## config.mk

```make
export PLATFORM = sky130hd
export DESIGN_NAME = relu_maxpool2x2_flat
export DESIGN_NICKNAME = d
export VERILOG_FILES = /design/src/rtl/relu_maxpool2x2_if.sv /design/src/rtl/relu_maxpool2x2.sv /design/src/flat_wrapper.sv
export SDC_FILE = /design/constraint.sdc
export NUM_CORES = 1
export LEC_CHECK = 0
export BUFFER_PORTS_ARGS = -buffer_cell sky130_fd_sc_hd__buf_4
export CORE_MARGIN = 5
export CORE_UTILIZATION = 45
export DETAILED_ROUTE_END_ITERATION = 8
export HOLD_SLACK_MARGIN = 0.08
export PLACE_DENSITY = 0.71
export SLEW_MARGIN = 20
export SYNTH_ARGS = -nofsm -noshare
export SYNTH_HDL_FRONTEND = slang
export SYNTH_SLANG_ARGS = --single-unit
```

## constraint.sdc

```tcl
create_clock -name clk -period 11.3 [get_ports clk]
set_input_delay 1.695 -clock clk [delete_from_list [all_inputs] [get_ports clk]]
set_output_delay 1.695 -clock clk [all_outputs]
set_load 0.01 [all_outputs]
```

## src/rtl/relu_maxpool2x2_if.sv

```systemverilog
// Stream bundle between a conv filter stage and the ReLU/pool stage.
// Upstream drives the master side; the pool stage is the slave.
interface relu_maxpool2x2_if #(
   parameter int DATA_WIDTH = 32
);
   logic [DATA_WIDTH-1:0] data_in;
   logic                  valid_in;
   logic [DATA_WIDTH-1:0] data_out;
   logic                  valid_out;
   logic                  frame_done;

   modport master (
      output data_in,
      output valid_in,
      input  data_out,
      input  valid_out,
      input  frame_done
   );

   modport slave (
      input  data_in,
      input  valid_in,
      output data_out,
      output valid_out,
      output frame_done
   );
endinterface

```

## src/rtl/relu_maxpool2x2.sv

```systemverilog
// Streaming ReLU followed by 2x2 stride-2 max pooling on a raster
// float32 feature map; no backpressure, one word per valid_in.
module relu_maxpool2x2 #(
   parameter int DATA_WIDTH = 32,
   parameter int WIDTH      = 32,
   parameter int HEIGHT     = 32
) (
   input logic              clk,
   input logic              rst,
   relu_maxpool2x2_if.slave bus
);
   localparam int CW = (WIDTH > 2) ? $clog2(WIDTH) : 1;
   localparam int RW = (HEIGHT > 2) ? $clog2(HEIGHT) : 1;
   localparam int HW = WIDTH / 2;
   localparam int LW = (HW > 1) ? $clog2(HW) : 1;

   typedef logic [DATA_WIDTH-1:0] word_t;

   logic [CW-1:0] col;
   logic [RW-1:0] row;
   logic [LW-1:0] idx;
   logic          col_last;
   logic          row_last;

   word_t pair;
   word_t r;
   word_t p;
   word_t lb;
   word_t result;
   word_t line_buf [HW];

   // Post-ReLU words are non-negative, so an unsigned compare is the float max
   assign r        = bus.data_in[DATA_WIDTH-1] ? '0 : bus.data_in;
   assign p        = (pair > r) ? pair : r;
   assign idx      = LW'(col >> 1);
   assign lb       = line_buf[idx];
   assign result   = (p > lb) ? p : lb;
   assign col_last = (col == CW'(WIDTH - 1));
   assign row_last = (row == RW'(HEIGHT - 1));

   always_ff @(posedge clk) begin
      if (rst) begin
         bus.data_out   <= '0;
         bus.valid_out  <= 1'b0;
         bus.frame_done <= 1'b0;
         col            <= '0;
         row            <= '0;
         pair           <= '0;
      end else begin
         bus.valid_out  <= 1'b0;
         bus.frame_done <= 1'b0;
         if (bus.valid_in) begin
            if (!col[0]) begin
               pair <= r;
            end else if (row[0]) begin
               bus.data_out   <= result;
               bus.valid_out  <= 1'b1;
               bus.frame_done <= row_last && col_last;
            end
            if (col_last) begin
               col <= '0;
               row <= row_last ? '0 : row + RW'(1);
            end else begin
               col <= col + CW'(1);
            end
         end
      end
   end

   // Contents are don't-care after reset, so no reset branch here
   always_ff @(posedge clk) begin
      if (!rst && bus.valid_in && col[0] && !row[0]) begin
         line_buf[idx] <= p;
      end
   end
endmodule

```

## src/flat_wrapper.sv

```systemverilog
// flat-port wrapper written by rule: the top's interface ports become plain ports
module relu_maxpool2x2_flat 
#(
   parameter int DATA_WIDTH = 32,
   parameter int WIDTH      = 32,
   parameter int HEIGHT     = 32
)
  (clk, rst, bus_data_in, bus_valid_in, bus_data_out, bus_valid_out, bus_frame_done);
  relu_maxpool2x2_if #(.DATA_WIDTH(DATA_WIDTH)) bus_i ();
  input logic clk;
  input logic rst;
  input wire logic [$bits(bus_i.data_in)-1:0] bus_data_in;
  input wire logic [$bits(bus_i.valid_in)-1:0] bus_valid_in;
  output wire logic [$bits(bus_i.data_out)-1:0] bus_data_out;
  output wire logic [$bits(bus_i.valid_out)-1:0] bus_valid_out;
  output wire logic [$bits(bus_i.frame_done)-1:0] bus_frame_done;
  assign bus_i.data_in = bus_data_in;
  assign bus_i.valid_in = bus_valid_in;
  assign bus_data_out = bus_i.data_out;
  assign bus_valid_out = bus_i.valid_out;
  assign bus_frame_done = bus_i.frame_done;
  relu_maxpool2x2 #(.DATA_WIDTH(DATA_WIDTH), .WIDTH(WIDTH), .HEIGHT(HEIGHT)) u_core (.clk(clk), .rst(rst), .bus(bus_i));
endmodule
```

; ---- Word level (Yosys, flattened, before mapping)
; Memory sizes are Yosys's and may differ from the RTL's. A register that Yosys moved wholly into a read port is not among the register bits.
; Cells that the tools add are included.
[classes]
add_sub_neg = 2
eq_ne = 2
order_cmp = 2
bitwise = 3
muxes = 10
reduce_logical = 11
[op_table]
columns = op, count
row1 = 32-bit > comparator, 2
row2 = 32-bit 2-to-1 mux, 2
row3 = 31-bit 2-to-1 mux, 1
row4 = 5-bit by 1-bit adder with 5-bit output (second input constant), 2
row5 = 5-bit equality test (second input constant), 2
row6 = 5-bit 2-to-1 mux, 2
row7 = 4-bit 2-to-1 mux, 2
row8 = 1-bit logical AND, 4
row9 = 2-bit AND reduction, 2
row10 = 4-bit OR reduction, 1
row11 = 1-bit 2-to-1 mux, 3
row12 = 1-bit inverter, 3
row13 = 3-bit AND reduction, 1
row14 = 3-bit OR reduction, 1
row15 = 1-bit logical NOT, 2
[totals]
word_cells = 37
input_bits = 35
mem_bits_rw = 512
memories = 1
register_bits = 76
[memory_table]
columns = name, depth, word_bits, rd, rd_ports_with_merged_regs, write_ports, line
row1 = u_core.line_buf, 16, 32, 1, 1, 1, relu_maxpool2x2.sv:30  ; word_t line_buf [HW];

; ---- Depth between registers and ports, before layout
; Gate-level depths: netlist of the first run.
[depth]
ltp_word = 6
depth_mapped = 20
ltp_nobuf = 17

; ---- Worst setup path after synthesis of the first run
; OpenSTA, ideal clock, no wires.
[synth_timing]
path_kind = input to register
start = in bus_data_in[31]
end = reg u_core.bus.data_out[10]
t_arrival_ps = 6056
setup_ps = 122
required_time_ps = 11178
slack_ps = 5123
cell_stages = 20
cell_sequence = clkbuf_1 nor2b_1 inv_1 ha_1 nand3_1 or2_1 or4_4 nor2_1 o21bai_4 buf_6 mux2_4 ha_1 nand4_1 nor4_1 nand3_1 a22o_1 a21oi_1 nor2_1 clkbuf_1 a221o_1
[synth_between]
elab_chain_len = 5
[synth_lines]
columns = element, line
row1 = from (decl), flat_wrapper.sv:12  ; input wire logic [$bits(bus_i.data_in)-1:0] bus_data_in;
row2 = 31-bit 2-to-1 mux *, relu_maxpool2x2.sv:33  ; assign r = bus.data_in[DATA_WIDTH-1] ? '0 : bus.data_in;
row3 = 32-bit > comparator, relu_maxpool2x2.sv:34  ; assign p = (pair > r) ? pair : r;
row4 = 32-bit 2-to-1 mux *, relu_maxpool2x2.sv:34
row5 = named net u_core.p[23], relu_maxpool2x2.sv:27  ; word_t p;
row6 = 32-bit > comparator *, relu_maxpool2x2.sv:37  ; assign result = (p > lb) ? p : lb;
row7 = 32-bit 2-to-1 mux *, relu_maxpool2x2.sv:37
row8 = to (signal assigned), relu_maxpool2x2.sv:56  ; bus.data_out <= result;
row9 = to (decl), relu_maxpool2x2_if.sv:23  ; output data_out,
; Mark *: on every way through the listed nets, which the timed path passes. The rest lies on a longest branch.
; A chain may end at the register's enable or synchronous reset.

; ---- Final worst setup path of the first run
[layout_timing]
start = in bus_data_in[31]
end = reg u_core.bus.data_out[16]
; The elaborated chain is that of the path after synthesis.

==> out/metrics.cfg, run 1 <==
[drt]
drtPass1Iterations=5
drt_iter0_markers=1154
wl_per_cell_um=25.75
viasPerCell=5.907
drt-total-wl_mm=55.04
vias=12620
postRouteAntennaNets=0
drc=0

[setup_path]
path_buf_inv=4
crit_top_cell=buf_4
arrival_ps=7520
worstSetupStartpointType=input pin
slowest_stage=nor2_2
critPathTopFamily=simple AND/OR/NAND/NOR gates
worstPathMaxFanout=31
crit_type=in -> reg
worstPathCellList=buf_4 > nor2b_1 > inv_1 > ha_1 > nand3_1 > or2_1 > or4_4 > nor2_1 > o21bai_4 > buf_4 > mux2_2 > ha_1 > nand4_1 > nor4_1 > and2_1 > a21oi_2 > nor2_2 > buf_4 > a221o_1
max_stage_delay_ps=700
end_kind=flip-flop
r2r_slack_ps=5480
cp.required_ps=11840

[pwr]
peakVddDrop_uv=116.5
seqPwrFrac=0.525
leakagePower_uw=0.009288
p_int_uw=3510
comb_power_share=0.061
p_clk_frac=0.414
power_density_mw_per_mm2=164.4
switchingPower_uw=945.9
sw_frac_of_total=0.2123

[sta]
fin_setup_tns_ps=0
layout_setup_ws_ps=4328
fin_skew_ps=21.90
min_period_ps=6972
holdWs_ps=471.7
max_freq_ghz=0.1434
setup_viol=0
slew_viol_final=0
rsz0062_at_grt=false
slew_headroom=0.2772
tightestPinTransition_ps=1084
finalHoldViolCount=0
post-route-period-util=0.6170

[yosys]
synth_edf_count=496
netlist_area_sq_mm=0.02381
synthTopCellsByArea=edfxtp_1, mux4_2, dfxtp_1
yosys.area.top_type=edfxtp_1
synth_top_area_frac=0.6257
synth_seq_area_share=0.6913
ys.flop_type=edfxtp_1
ys_types=47
synthCells=1313
yosys_register_bits=574
yosys_warnings=0
ys_async_sr_fraction=0
synth_fp_nets=1414
avgSynthCellArea_sq_um=18.13

[cts]
cts_made_buffers=56
post_cts_buffers=0
clk_pin_slew_ps=60
htree_levels=2
cts_tree=done
insertion_delay_ps=600
cts_resized=0
hold_buffers=0
root_buffer=clkbuf_16
clock_sinks=574
clockBufferDepth=3

[placed_design]
io_buffers=67
pre_cts_ws_ps=3821
dpl_cell_area_sq_mm=0.02525
dp_hpwl_mm=31.65
gp_congestion=0.7909
place_inst=2030

[layout]
finalInstanceArea_sq_mm=0.02710
insertedDiodeCount=0
drive_gt1_frac=0.2719
stdcell_count=2137
syn2layout_area_growth_pct=13.83
num-nets-final=1502

[floorplan]
rows=84
io_pins=69
fp.dieW_um=240
die_y_um=240
start_util=0.4539
coreArea_sq_mm=0.05245
dieArea_sq_mm=0.05760

[flow_run]
max-cap-violations=0

[worst_hold_path]
hold_class=reg -> reg

[status]
run_status=finished, final reports clean

[global_route]
grt_pass1_vias=12740
antenna_found_initial=0
grt_overflow=0
grt_pass1_wl_mm=81.59
grt_max_degree=69
track_usage=0.1911

## Yosys cell counts (8+ instances only)
cell,instances
and3_1,34
a21o_1,9
clkbuf_1,49
mux4_2,155
dfxtp_1,78
a21oi_1,60
edfxtp_1,496
nor2_1,27
inv_1,66
nor2b_1,33
o21ai_0,12
nand2_1,83
nor3_1,8
nand4_1,11
ha_1,66
a221o_1,32
mux2_4,29
## power by group through the flow
stage	clock network (uW)	logic (uW)	registers, uW
global placement	0	265	2380
finish	1840	273	2340
global route	1960	298	2340
CTS	1870	273	2340
floorplan	0	198	2380
detailed placement	0	272	2380
## layer usage
metal  share of wire  routed length [um]  vias up  global-route usage
met5               0                   0        -                   0
met4           0.017                 955        0             0.03783
met3           0.089                4912       62             0.04072
met2            0.47               26040      552              0.3051
met1            0.42               23130     6568              0.2772
li1                -                   -     5441                   -
## path summary, 6_finish.rpt
| check | start | endpoint | depth (start not counted) |
|---|---|---|---|
| worst max-delay path | bus_data_in[31] | u_core.bus.data_out[16] | 19 |
| worst min-delay path | u_core.pair[0] | u_core.pair[0] | 2 |
| worst max register to register | flip-flop | u_core.bus.data_out[16] | 13 |
| worst min register to register | u_core.pair[0] | u_core.pair[0] | 2 |
## area by class of cell
class	count	area, sq um
clock buffer	83	1594
clock inverter	23	231.5
tap	688	860.8
sequential	574	16470
inverter	66	247.7
multi-input combinational	607	6958
timing repair buffer	96	740.7
fill	4125	25350
## sequential cells by signal, summed over array words and instances (netlist names), named ones only
| signal | flops |
|---|---|
| u_core.bus.data_out | 31 |
| u_core.row | 5 |
| u_core.pair | 31 |
| u_core.col | 5 |
| u_core.bus.valid_out | 1 |
| u_core.bus.frame_done | 1 |
| u_core.line_buf | 496 |
## metrics by stage
stage / power [uW] / utilization
floorplan: 2575 / -
global placement: 2648 / 0.4814
detailed placement: 2656 / 0.4814
CTS: 4484 / 0.5162
global route: 4600 / 0.5167
finish: 4456 / 0.5167
## worst reg2reg max path, cell delays in order (launching register included)
cell and delay (ps):
dfxtp_4 570, buf_4 710, buf_4 750, mux4_2 670, mux4_2 470, inv_1 70
ha_1 140, nand4_1 250, or3_1 420, o221ai_1 330, a21oi_2 120, nor2_2 700
buf_4 380, a221o_1 200
## cell families (layout without fill, tap and decap cells)
kind of cell,after synthesis,after routing,share of synthesized area
buf+inv,132,268,0.02229
mux,189,189,0.1671
compound gates,130,130,0.03800
other cells,1,1,0.0001575
simple gates,221,221,0.04646
fa+ha+maj,66,66,0.03469
flops,574,574,0.6913
## layout by cell type (no fill, tap or decap), types with 9 or more instances in the layout
| cell type | n |
|---|---|
| nand4_1 | 11 |
| mux2_4 | 29 |
| a221o_1 | 32 |
| clkinv_2 | 9 |
| buf_4 | 95 |
| a21oi_1 | 59 |
| nand2_1 | 83 |
| inv_1 | 66 |
| o21ai_0 | 12 |
| nor2_4 | 12 |
| nor2b_1 | 32 |
| nor2_1 | 14 |
| mux4_2 | 155 |
| edfxtp_1 | 496 |
| dfxtp_1 | 74 |
| a21o_1 | 9 |
| clkbuf_1 | 19 |
| and3_1 | 34 |
| ha_1 | 66 |
| clkbuf_16 | 57 |
Power figures use the tool's default switching activity.
==> inputs of run 2 (changes only) <==
PLACE_DENSITY = 0.73   (was 0.71)
clock period = 6 ns   (was 11.3 ns; I/O delays follow)
==> run 2 against run 1 <==
Compared with the run above: clock skew up 1.8 ps; final area is 0.66% higher; utilization grew 0.34 points; clock-buffer cell count shrank 9; cell count rose by 0.28%; via count fell by 0.10%; first-iteration DRC count is 19% higher; critical path type unchanged; critical endpoint is now u_core.bus.data_out[6]; largest cell class unchanged.
==> out/metrics.cfg, run 2 (synthesis gave the netlist of run 1 again) <==
[placed_design]
pre_cts_ws_ps=-7.120  ; -3828 ps
place_inst=2037  ; +0.34%
gp_congestion=0.7730  ; -2.3%
io_buffers=67  ; unchanged
dp_hpwl_mm=32.78  ; +3.6%

[global_route]
antenna_found_initial=1  ; +1
track_usage=0.1963  ; +0.005271
grt_pass1_vias=13030  ; +2.3%
grt_overflow=0  ; unchanged
grt_max_degree=83  ; +20%
grt_pass1_wl_mm=83.97  ; +2.9%

[floorplan]
die_y_um=240  ; unchanged
fp.dieW_um=240  ; unchanged
rows=84  ; unchanged
dieArea_sq_mm=0.05760  ; unchanged
start_util=0.4539  ; unchanged
io_pins=69  ; unchanged
coreArea_sq_mm=0.05245  ; unchanged

[cts]
insertion_delay_ps=610  ; about the same
hold_buffers=0  ; unchanged
cts_made_buffers=56  ; unchanged
clockBufferDepth=3  ; unchanged
cts_tree=done
clock_sinks=574  ; unchanged
cts_resized=0  ; unchanged
root_buffer=clkbuf_16
htree_levels=2  ; unchanged
clk_pin_slew_ps=60  ; about the same
post_cts_buffers=0  ; unchanged

[setup_path]
r2r_slack_ps=1090  ; -4390 ps
arrival_ps=5900  ; -1620 ps
slowest_stage=or4_4
worstSetupStartpointType=input pin
max_stage_delay_ps=570  ; -130 ps
worstPathMaxFanout=31  ; unchanged
cp.required_ps=6480  ; -5360 ps
end_kind=flip-flop
crit_top_cell=buf_4
crit_type=in -> reg
worstPathCellList=buf_4 > nor2b_1 > inv_1 > ha_1 > nand3_1 > or2_1 > or4_4 > nor2_1 > o21bai_4 > buf_4 > mux2_2 > ha_1 > nand4_1 > nor4_1 > nand3_1 > a22o_1 > a21oi_2 > nor2_2 > buf_4 > a221o_1

[sta]
rsz0062_at_grt=false
min_period_ps=5424
fin_setup_tns_ps=0  ; unchanged
tightestPinTransition_ps=1144  ; +60.10 ps
layout_setup_ws_ps=576.2  ; -3752 ps
fin_skew_ps=23.71  ; +1.809 ps
slew_headroom=0.2330  ; -0.04422
max_freq_ghz=0.1844
post-route-period-util=0.9040
setup_viol=0  ; unchanged
finalHoldViolCount=0  ; unchanged
slew_viol_final=0  ; unchanged

[layout]
multiInputGateArea_sq_mm=0.006958  ; unchanged
reg.largest.list=u_core.line_buf (496), u_core.bus.data_out (31), u_core.pair (31)
drive_gt1_frac=0.2790  ; +0.007126
largest_reg_flops=496  ; unchanged
final_common_cell=edfxtp_1
syn2layout_area_growth_pct=14.59
num-nets-final=1509  ; +0.47%
post-route-util=0.5201  ; +0.003412
seq_area_sq_mm=0.01647  ; unchanged
stdcell_count=2143  ; +0.28%
final_cell_mix=edfxtp_1, mux4_2, buf_4, nand2_1, dfxtp_1
fillers=4046  ; -1.9%
insertedDiodeCount=0  ; unchanged
largest_register=u_core.line_buf

[drt]
vias=12610  ; -0.10%
postRouteAntennaNets=0  ; unchanged
viasPerCell=5.884  ; -0.38%
drt_iter0_markers=1368  ; +19%
drtPass1Iterations=5  ; unchanged
wl_per_cell_um=26.01  ; +1.0%
drc=0  ; unchanged
drt-total-wl_mm=55.75  ; +1.3%

[flow_run]
max-cap-violations=0  ; unchanged

[pwr]
leakagePower_uw=0.009377  ; +0.96%
peakVddDrop_uv=236.2  ; +100%
power.total_uw=8576  ; +92%
power_density_mw_per_mm2=314.4  ; +91%

[status]
run_status=finished, final reports clean

[worst_hold_path]
hold_class=reg -> reg

==> run 2: worst paths after layout <==
check / endpoint / start / depth (start not counted)
min: u_core.pair[0] / u_core.pair[0] / 2
max reg2reg: u_core.bus.data_out[6] / u_core.pair[29] / 17
min reg2reg: u_core.pair[0] / u_core.pair[0] / 2
max: u_core.bus.data_out[6] / bus_data_in[31] / 20
==> run 2: worst max-delay path, delay by kind of cell <==
family,cells,cell delay (ps)
buffers and inverters,4,860
AOI/OAI and AO/OA,4,900
muxes,1,520
and+or+nand+nor,9,2020
adders and majority gates,2,660
==> run 2: cell type report <==
class	instances	area share
Tap cell	688	0.03156
Clock buffer	74	0.05683
Timing Repair Buffer	103	0.03046
Clock inverter	31	0.01335
Sequential cell	574	0.6036
Multi-Input combinational cell	607	0.2551
Inverter	66	0.009082
==> run 2: where the power goes <==
group          total, uW  internal (uW)  switching (uW)
clock               3640           2160            1480
combinational        528            217             310
sequential          4400           4380            20.0
total               8580           6760            1810
==> run 2: per-stage QoR <==
step	hold WS [ps]	cell area, sq um
6_report	474.8	27280
5_1_grt	496.9	27280
4_1_cts	475.4	27250
3_5_place_dp	467.0	25340
3_3_place_gp	447.0	25340
2_1_floorplan	440.6	23810
==> run 2: metal layers <==
layer | GRT usage | vias to the layer above | share of wire
li1 | - | 5446 | -
met1 | 0.2752 | 6500 | 0.40
met2 | 0.3168 | 573 | 0.48
met3 | 0.04508 | 91 | 0.090
met4 | 0.04883 | 0 | 0.022
met5 | 0 | - | 0
